`config.mk`:
```
export PLATFORM = sky130hd
export DESIGN_NAME = mc_control_flat
export DESIGN_NICKNAME = d
export VERILOG_FILES = /design/src/rtl/mc_if.sv /design/src/rtl/mc_control.sv /design/src/flat_wrapper.sv
export SDC_FILE = /design/constraint.sdc
export NUM_CORES = 1
export LEC_CHECK = 0
export CORE_MARGIN = 2
export CORE_UTILIZATION = 41
export DETAILED_ROUTE_END_ITERATION = 10
export MAX_ROUTING_LAYER = met4
export PLACE_DENSITY = 0.84
export SLEW_MARGIN = 20
export SYNTH_ARGS = -nofsm -noshare
export SYNTH_HDL_FRONTEND = slang
export SYNTH_SLANG_ARGS = --single-unit
```
`constraint.sdc`:
```
create_clock -name clk -period 4.35 [get_ports clk]
set_input_delay 0.87 -clock clk [delete_from_list [all_inputs] [get_ports clk]]
set_output_delay 0.87 -clock clk [all_outputs]
set_load 0.02 [all_outputs]
```
`src/rtl/mc_if.sv`:
```
// mc_if: bundles the instruction/flag inputs, memory handshake and datapath
// control lines between the multi-cycle controller (master) and the RV32I
// datapath/memory side (slave).
interface mc_if;
  logic [31:0] inst;
  logic        alu_zero;
  logic        mem_ready;
  logic        mem_req;
  logic        mem_we;
  logic        mem_addr_sel;
  logic        ir_write;
  logic        pc_write;
  logic        pc_src;
  logic [1:0]  alu_src_a;
  logic [1:0]  alu_src_b;
  logic [1:0]  alu_op;
  logic        reg_write;
  logic [1:0]  wb_sel;
  logic        illegal;
  logic        bus_err;
  logic [3:0]  state_dbg;

  modport master (
    input  inst, alu_zero, mem_ready,
    output mem_req, mem_we, mem_addr_sel, ir_write, pc_write, pc_src,
           alu_src_a, alu_src_b, alu_op, reg_write, wb_sel,
           illegal, bus_err, state_dbg
  );

  modport slave (
    output inst, alu_zero, mem_ready,
    input  mem_req, mem_we, mem_addr_sel, ir_write, pc_write, pc_src,
           alu_src_a, alu_src_b, alu_op, reg_write, wb_sel,
           illegal, bus_err, state_dbg
  );
endinterface

```
`src/rtl/mc_control.sv`:
```
// mc_control: multi-cycle control FSM for the RV32I datapath. Steps one
// instruction at a time through fetch, decode, execute, memory and writeback,
// with a bounded wait on every memory access and a sticky trap state.
// Optional build macro MC_PERF_CNT_EN adds cycle_cnt / instret_cnt counters.
module mc_control #(
  parameter int MEM_TIMEOUT = 16
) (
  input  logic        clk,
  input  logic        reset,
  mc_if.master        bus
`ifdef MC_PERF_CNT_EN
  ,
  output logic [31:0] cycle_cnt,
  output logic [31:0] instret_cnt
`endif
);

  typedef enum logic [3:0] {
    FETCH    = 4'd0,
    DECODE   = 4'd1,
    EXEC_R   = 4'd2,
    EXEC_I   = 4'd3,
    MEM_ADDR = 4'd4,
    MEM_RD   = 4'd5,
    MEM_WR   = 4'd6,
    WB_ALU   = 4'd7,
    WB_MEM   = 4'd8,
    BRANCH   = 4'd9,
    LUI_WB   = 4'd10,
    TRAP     = 4'd11
  } state_t;

  localparam logic [6:0] OP_LOAD   = 7'b0000011;
  localparam logic [6:0] OP_STORE  = 7'b0100011;
  localparam logic [6:0] OP_R      = 7'b0110011;
  localparam logic [6:0] OP_I      = 7'b0010011;
  localparam logic [6:0] OP_BRANCH = 7'b1100011;
  localparam logic [6:0] OP_LUI    = 7'b0110111;

  // A wait that has already lasted MEM_TIMEOUT-1 cycles times out when the
  // current cycle also misses mem_ready.
  localparam logic [7:0] WAIT_LAST = 8'(MEM_TIMEOUT - 1);

  state_t     state, state_nx;
  logic [7:0] wait_cnt, wait_cnt_nx;
  logic       illegal_q, bus_err_q;
  logic       set_illegal, set_bus_err;
  logic       wait_hit;
  logic       br_taken;
  logic       br_legal;

  assign wait_hit = (wait_cnt == WAIT_LAST);
  assign br_legal = (bus.inst[14:13] == 2'b00);
  assign br_taken = (bus.inst[14:12] == 3'b000 &&  bus.alu_zero) ||
                    (bus.inst[14:12] == 3'b001 && !bus.alu_zero);

  // State register, wait counter and sticky error flags
  always_ff @(posedge clk) begin
    if (reset) begin
      state     <= FETCH;
      wait_cnt  <= 8'd0;
      illegal_q <= 1'b0;
      bus_err_q <= 1'b0;
    end else begin
      state    <= state_nx;
      wait_cnt <= wait_cnt_nx;
      if (set_illegal) illegal_q <= 1'b1;
      if (set_bus_err) bus_err_q <= 1'b1;
    end
  end

  // Next-state and Moore control decode; everything held low during reset
  always_comb begin
    state_nx         = state;
    set_illegal      = 1'b0;
    set_bus_err      = 1'b0;
    bus.mem_req      = 1'b0;
    bus.mem_we       = 1'b0;
    bus.mem_addr_sel = 1'b0;
    bus.ir_write     = 1'b0;
    bus.pc_write     = 1'b0;
    bus.pc_src       = 1'b0;
    bus.alu_src_a    = 2'b00;
    bus.alu_src_b    = 2'b00;
    bus.alu_op       = 2'b00;
    bus.reg_write    = 1'b0;
    bus.wb_sel       = 2'b00;
    if (!reset) begin
      case (state)
        FETCH: begin
          bus.mem_req   = 1'b1;
          bus.alu_src_b = 2'b01;
          // mem_ready is checked first so a late completion beats the timeout
          if (bus.mem_ready) begin
            bus.ir_write = 1'b1;
            bus.pc_write = 1'b1;
            state_nx     = DECODE;
          end else if (wait_hit) begin
            set_bus_err = 1'b1;
            state_nx    = TRAP;
          end
        end
        DECODE: begin
          // Old PC + immediate lands in ALUOut as the branch target
          bus.alu_src_a = 2'b10;
          bus.alu_src_b = 2'b10;
          case (bus.inst[6:0])
            OP_LOAD, OP_STORE: state_nx = MEM_ADDR;
            OP_R:              state_nx = EXEC_R;
            OP_I:              state_nx = EXEC_I;
            OP_BRANCH:         state_nx = BRANCH;
            OP_LUI:            state_nx = LUI_WB;
            default: begin
              set_illegal = 1'b1;
              state_nx    = TRAP;
            end
          endcase
        end
        EXEC_R: begin
          bus.alu_src_a = 2'b01;
          bus.alu_op    = 2'b10;
          state_nx      = WB_ALU;
        end
        EXEC_I: begin
          bus.alu_src_a = 2'b01;
          bus.alu_src_b = 2'b10;
          bus.alu_op    = 2'b10;
          state_nx      = WB_ALU;
        end
        MEM_ADDR: begin
          bus.alu_src_a = 2'b01;
          bus.alu_src_b = 2'b10;
          state_nx      = bus.inst[5] ? MEM_WR : MEM_RD;
        end
        MEM_RD: begin
          bus.mem_req      = 1'b1;
          bus.mem_addr_sel = 1'b1;
          if (bus.mem_ready) begin
            state_nx = WB_MEM;
          end else if (wait_hit) begin
            set_bus_err = 1'b1;
            state_nx    = TRAP;
          end
        end
        MEM_WR: begin
          bus.mem_req      = 1'b1;
          bus.mem_we       = 1'b1;
          bus.mem_addr_sel = 1'b1;
          if (bus.mem_ready) begin
            state_nx = FETCH;
          end else if (wait_hit) begin
            set_bus_err = 1'b1;
            state_nx    = TRAP;
          end
        end
        WB_ALU: begin
          bus.reg_write = 1'b1;
          state_nx      = FETCH;
        end
        WB_MEM: begin
          bus.reg_write = 1'b1;
          bus.wb_sel    = 2'b01;
          state_nx      = FETCH;
        end
        BRANCH: begin
          bus.alu_src_a = 2'b01;
          bus.alu_op    = 2'b01;
          bus.pc_src    = 1'b1;
          if (br_legal) begin
            bus.pc_write = br_taken;
            state_nx     = FETCH;
          end else begin
            set_illegal = 1'b1;
            state_nx    = TRAP;
          end
        end
        LUI_WB: begin
          bus.reg_write = 1'b1;
          bus.wb_sel    = 2'b10;
          state_nx      = FETCH;
        end
        TRAP: begin
          state_nx = TRAP;
        end
        default: begin
          state_nx = TRAP;
        end
      endcase
    end
  end

  // Wait counter advances only while a request is stalled in the same state
  always_comb begin
    wait_cnt_nx = 8'd0;
    if (bus.mem_req && !bus.mem_ready && (state_nx == state))
      wait_cnt_nx = wait_cnt + 8'd1;
  end

  // Status outputs, forced low while reset is asserted
  always_comb begin
    bus.illegal   = illegal_q & ~reset;
    bus.bus_err   = bus_err_q & ~reset;
    bus.state_dbg = reset ? 4'd0 : state;
  end

`ifdef MC_PERF_CNT_EN
  logic retire;

  // Final cycle of each completed instruction
  always_comb begin
    retire = (state == WB_ALU) || (state == WB_MEM) || (state == LUI_WB) ||
             (state == MEM_WR && bus.mem_ready) ||
             (state == BRANCH && br_legal);
  end

  // Free-running cycle and retired-instruction counters, frozen in TRAP
  always_ff @(posedge clk) begin
    if (reset) begin
      cycle_cnt   <= 32'd0;
      instret_cnt <= 32'd0;
    end else begin
      if (state != TRAP) cycle_cnt <= cycle_cnt + 32'd1;
      if (retire) instret_cnt <= instret_cnt + 32'd1;
    end
  end
`endif

endmodule

```
`src/flat_wrapper.sv`:
```
// flat-port wrapper written by rule: the top's interface ports become plain ports
module mc_control_flat 
#(
  parameter int MEM_TIMEOUT = 16
)
  (clk, reset, bus_inst, bus_alu_zero, bus_mem_ready, bus_mem_req, bus_mem_we, bus_mem_addr_sel, bus_ir_write, bus_pc_write, bus_pc_src, bus_alu_src_a, bus_alu_src_b, bus_alu_op, bus_reg_write, bus_wb_sel, bus_illegal, bus_bus_err, bus_state_dbg);
  mc_if bus_i ();
  input  logic clk;
  input  logic reset;
  input wire logic [$bits(bus_i.inst)-1:0] bus_inst;
  input wire logic [$bits(bus_i.alu_zero)-1:0] bus_alu_zero;
  input wire logic [$bits(bus_i.mem_ready)-1:0] bus_mem_ready;
  output wire logic [$bits(bus_i.mem_req)-1:0] bus_mem_req;
  output wire logic [$bits(bus_i.mem_we)-1:0] bus_mem_we;
  output wire logic [$bits(bus_i.mem_addr_sel)-1:0] bus_mem_addr_sel;
  output wire logic [$bits(bus_i.ir_write)-1:0] bus_ir_write;
  output wire logic [$bits(bus_i.pc_write)-1:0] bus_pc_write;
  output wire logic [$bits(bus_i.pc_src)-1:0] bus_pc_src;
  output wire logic [$bits(bus_i.alu_src_a)-1:0] bus_alu_src_a;
  output wire logic [$bits(bus_i.alu_src_b)-1:0] bus_alu_src_b;
  output wire logic [$bits(bus_i.alu_op)-1:0] bus_alu_op;
  output wire logic [$bits(bus_i.reg_write)-1:0] bus_reg_write;
  output wire logic [$bits(bus_i.wb_sel)-1:0] bus_wb_sel;
  output wire logic [$bits(bus_i.illegal)-1:0] bus_illegal;
  output wire logic [$bits(bus_i.bus_err)-1:0] bus_bus_err;
  output wire logic [$bits(bus_i.state_dbg)-1:0] bus_state_dbg;
  assign bus_i.inst = bus_inst;
  assign bus_i.alu_zero = bus_alu_zero;
  assign bus_i.mem_ready = bus_mem_ready;
  assign bus_mem_req = bus_i.mem_req;
  assign bus_mem_we = bus_i.mem_we;
  assign bus_mem_addr_sel = bus_i.mem_addr_sel;
  assign bus_ir_write = bus_i.ir_write;
  assign bus_pc_write = bus_i.pc_write;
  assign bus_pc_src = bus_i.pc_src;
  assign bus_alu_src_a = bus_i.alu_src_a;
  assign bus_alu_src_b = bus_i.alu_src_b;
  assign bus_alu_op = bus_i.alu_op;
  assign bus_reg_write = bus_i.reg_write;
  assign bus_wb_sel = bus_i.wb_sel;
  assign bus_illegal = bus_i.illegal;
  assign bus_bus_err = bus_i.bus_err;
  assign bus_state_dbg = bus_i.state_dbg;
  mc_control #(.MEM_TIMEOUT(MEM_TIMEOUT)) u_core (.clk(clk), .reset(reset), .bus(bus_i));
endmodule
```
# --- Word level (Yosys, flattened, before mapping) ---
# Cells that the tools add are included.
# Widths: inputs -> output; s select.
op_classes:
  muxes: 42
  reduce_logical: 19
  bitwise_logic: 4
  addsub: 1
  eq_ne: 19
op_table:
  columns: ["cell", "count"]
  rows:
  - ["$pmux 4 s8", 1]
  - ["$mux 4", 7]
  - ["$mux 1", 22]
  - ["$eq 7x6->1 const B", 3]
  - ["$pmux 4 s5", 1]
  - ["$eq 4x3->1 const B", 4]
  - ["$pmux 2 s2", 4]
  - ["$eq 4x4->1 const B", 3]
  - ["$mux 2", 5]
  - ["$reduce_or 3->1", 3]
  - ["$add 8x1->8 const B", 1]
  - ["$eq 4x2->1 const B", 2]
  - ["$eq 8x4->1 const B", 1]
  - ["$reduce_or 2->1", 4]
  - ["$eq 7x2->1 const B", 1]
  - ["$eq 7x5->1 const B", 1]
  - ["$eq 7x7->1 const B", 1]
  - ["$reduce_or 6->1", 1]
  - ["$eq 4x1->1 const B", 1]
  - ["$eq 4x4->1", 1]
  - ["$logic_and 1x1->1", 4]
  - ["$logic_not 4->1", 1]
  - ["$pmux 1 s2", 2]
  - ["$reduce_or 4->1", 1]
  - ["7 further kinds", 10]
totals:
  in_bits: 36
  output_inout_bits: 21
  wordCells: 89
  regBits: 14

# --- Longest topological paths before layout ---
depth:
  ltp_word: 9
  depth_mapped: 6
  mapped_depth_nobuf: 6

# --- Worst setup path after synthesis ---
# Ideal clock, no wire load.
synth_path:
  kind: "input to output"
  start: "in reset"
  end: "out bus_pc_write"
  cell_stages: 3
  path_buffers: 1
  slack_ns: 1.531
  arrival_ns: 1.949
  t_required_ns: 3.480
  cell_sequence: "clkbuf_1 -> nor3_1 -> a31o_2"
synth_between:
  elab_chain_cells: 1
synth_lines:
  columns: ["item", "line_no", "text"]
  rows:
  - ["from (decl)", "flat_wrapper.sv:9", "input logic reset;"]
  - ["$mux 1", "mc_control.sv:88", "if (!reset) begin"]
  - ["to (decl)", "flat_wrapper.sv:17", "output wire logic [$bits(bus_i.pc_write)-1:0] bus_pc_write;"]
# No other way between the ends.

# --- Worst setup path after layout ---
layout_path:
  start: "in reset"
  end: "out bus_mem_addr_sel"
layout_between:
  elab_chain_cells: 1
layout_lines:
  columns: ["item", "line_no", "text"]
  rows:
  - ["$mux 1", "mc_control.sv:88", null]
  - ["to (decl)", "flat_wrapper.sv:15", "output wire logic [$bits(bus_i.mem_addr_sel)-1:0] bus_mem_addr_sel;"]
# No other way between the ends.

==> flow_metrics.py <==
metrics = {
    "power_and_ir_drop": {
        "finalPower_mw": 0.466,
        "ir_drop_uv": 205,
        "p_per_area_nw_per_um2": 330,
        "p_leak_nw": 0.497,
    },
    "sta": {
        "fin_skew_ns": 0.00307,
        "worst_pin_slew_ns": 0.628,
        "max_freq_mhz": 275,
        "fin_crit_ns": 3.63,
        "timing.hold.ws_ns": 0.457,
        "max_slew_margin_pct": 58.0,
        "fin_ws_ns": 0.716,
        "setup_viol": 0,
        "fin_crit_sh_pct": 83.5,
        "hold_viol": 0,
        "tns_ns": 0,
        "rsz0062_at_grt": "false",
        "finalMaxSlewViolations": 0,
    },
    "global_routing": {
        "antenna_found_initial": 0,
        "grt_max_degree": 19,
        "grt_use_total_pct": 19.7,
        "grt_pass1_wl_um": 4130,
        "grt_overflow_total": 0,
        "grt_pass1_vias": 938,
    },
    "cells_and_area": {
        "mostFrequentLayoutCells": "clkdlybuf4s50_1, nor2_1, nor3_1, dfxtp_1, o21ai_0",
        "drive_above_1_share_pct": 11.1,
        "num_antenna_cells": 0,
        "fin_area_um2": 1410,
        "layout_commonest_cell": "clkdlybuf4s50_1",
        "area_delta_synth_final_pct": 36.6,
        "postLayoutCoreUtil_pct": 58.1,
        "nets": 209,
        "fin_cells": 201,
    },
    "die": {
        "ios": 57,
        "die_w_um": 54.2,
        "die_h_um": 54.2,
        "start_util_pct": 42.5,
        "core.rowCount": 18,
        "core-area_um2": 2430,
        "dieArea_um2": 2940,
    },
    "worst_setup_path": {
        "cp.arrival_ns": 2.76,
        "critical_path_class": "input pin to output pin",
        "max_stage_delay_ns": 0.66,
        "endpoint_kind": "output pin",
        "path_buf_inv": 3,
        "path_cells": "clkdlybuf4s50_1 -> buf_4 -> nor3_1 -> clkdlybuf4s50_1",
        "path_delay_family": "buffers and inverters",
        "slowest_stage": "clkdlybuf4s50_1",
        "cp-start-kind": "input pin",
        "cp_max_fo": 12,
        "crit_top_cell": "clkdlybuf4s50_1",
        "critical_path_required_ns": 3.48,
    },
    "synthesis": {
        "yosys_warnings": 0,
        "syn-instance-count": 141,
        "synth_top_family_by_area": "simple AND/OR/NAND/NOR gates",
        "synth_edf_count": 0,
        "avgSynthCellArea_um2": 7.34,
        "ys_ff_latch": 14,
        "synth_adder_area_share_pct": 1.21,
        "synth_area_um2": 1030,
        "synth_nets": 178,
        "synthXorXnorAreaFrac_pct": 7.62,
        "muxShareOfSynthArea_pct": 2.42,
        "synth-seq-area-share_pct": 27.1,
        "ys_async_sr_fraction_pct": 0,
        "ys.flop_type": "dfxtp_1",
        "synth.distinct_cells": 41,
        "synthSimpleGateAreaFrac_pct": 34.1,
        "synth_compound_gate_area_share_pct": 20.9,
    },
    "route": {
        "drc": 0,
        "drt-wirelength-per-cell_um": 12.8,
        "viasPerCell": 5.51,
        "firstDrtPassIters": 4,
        "first_iter_violations": 35,
        "antenna_left": 0,
        "vias": 1107,
        "routed_wl_um": 2580,
    },
    "clock_network": {
        "h-tree-depth": 1,
        "cts_buffers": 3,
        "postCtsSetupBuffers": 0,
        "clk_pin_slew_ns": 0.08,
        "clk_latency_ns": 0.27,
        "clock_path_buffers": 2,
        "cts.repair.resized": 0,
        "cts_sinks": 14,
        "ctsHoldBuffers": 0,
        "cts_tree": "built",
        "root_buffer": "clkbuf_4",
    },
    "placed_design": {
        "dp_hpwl_um": 1980,
        "gp_congestion": 0.933,
        "post_dp_cell_area_um2": 1380,
        "place_ws_ns": 0.731,
        "io_buffers": 34,
        "placed_cells": 197,
    },
    "outcome": {
        "outcome": "completed",
    },
    "flow_run": {
        "max-cap-violations": 0,
    },
    "hold_path": {
        "hold_class": "register to register",
    },
}
-- synth_stat cells (4+ instances only) --
cell type / instances / area, µm²
nor2_1: 16 / 60.1
dfxtp_1: 14 / 280
nor3_1: 14 / 70.1
o21ai_0: 9 / 45.0
a21oi_1: 8 / 40.0
nor2_2: 8 / 50.1
clkbuf_1: 6 / 22.5
inv_1: 6 / 22.5
nand3_1: 5 / 25.0
xnor2_1: 5 / 43.8
a31oi_1: 4 / 25.0
nand2_1: 4 / 15.0
nor2b_1: 4 / 25.0
xor2_1: 4 / 35.0
-- per-layer routing --
| layer | wire, µm | vias up | GRT usage, % |
|---|---|---|---|
| li1 | - | 552 | - |
| met1 | 1110 | 490 | 23.8 |
| met2 | 1210 | 61 | 32.7 |
| met3 | 214 | 4 | 2.46 |
| met4 | 36 | 0 | 8.75 |
| met5 | 0 | - | - |
-- report_power, final --
part / internal [mW] / leakage [nW] / switching (mW) / total (mW)
registers: 0.139 / 0.114 / 0.0325 / 0.171
logic: 0.0974 / 0.362 / 0.106 / 0.203
clock network: 0.0509 / 0.0210 / 0.0410 / 0.0919
total: 0.287 / 0.497 / 0.179 / 0.466
-- flip-flops by register name (all words and copies together), names as in the netlist --
signal            count
u_core.wait_cnt       8
u_core.state          4
u_core.illegal_q      1
u_core.bus_err_q      1
-- worst paths after layout --
check	slack [ns]	from	to	cells after the start
worst min-delay path	0.46	u_core.wait_cnt[0]	u_core.wait_cnt[0]	1
worst min register to register	0.46	u_core.wait_cnt[0]	u_core.wait_cnt[0]	1
worst max-delay path	0.72	reset	bus_mem_addr_sel	4
worst max register to register	2.36	u_core.state[0]	u_core.wait_cnt[5]	5
-- cells by family (layout without fill, tap and decap cells) --
family	Yosys count	after routing
and+or+nand+nor	66	66
AOI/OAI and AO/OA	33	33
buffers and inverters	16	46
DFF	14	14
xor gates and xnor gates	9	9
muxes	2	2
adders and majority gates	1	1
-- final cells by class --
| type | instances | area [µm²] |
|---|---|---|
| inverter | 7 | 26.3 |
| timing repair buffer | 35 | 348 |
| multi-input combinational | 111 | 686 |
| fill | 232 | 1020 |
| tap | 30 | 37.5 |
| sequential | 14 | 280 |
| clock buffer | 4 | 36.3 |
-- worst reg2reg max path, stage by stage, from the launching register on --
cell and delay [ns]:
dfxtp_1 0.73, xor2_1 0.14, mux2_4 0.29, or4_4 0.42, a21o_4 0.25, nor2_2 0.11
Power figures use the tool's default switching activity.
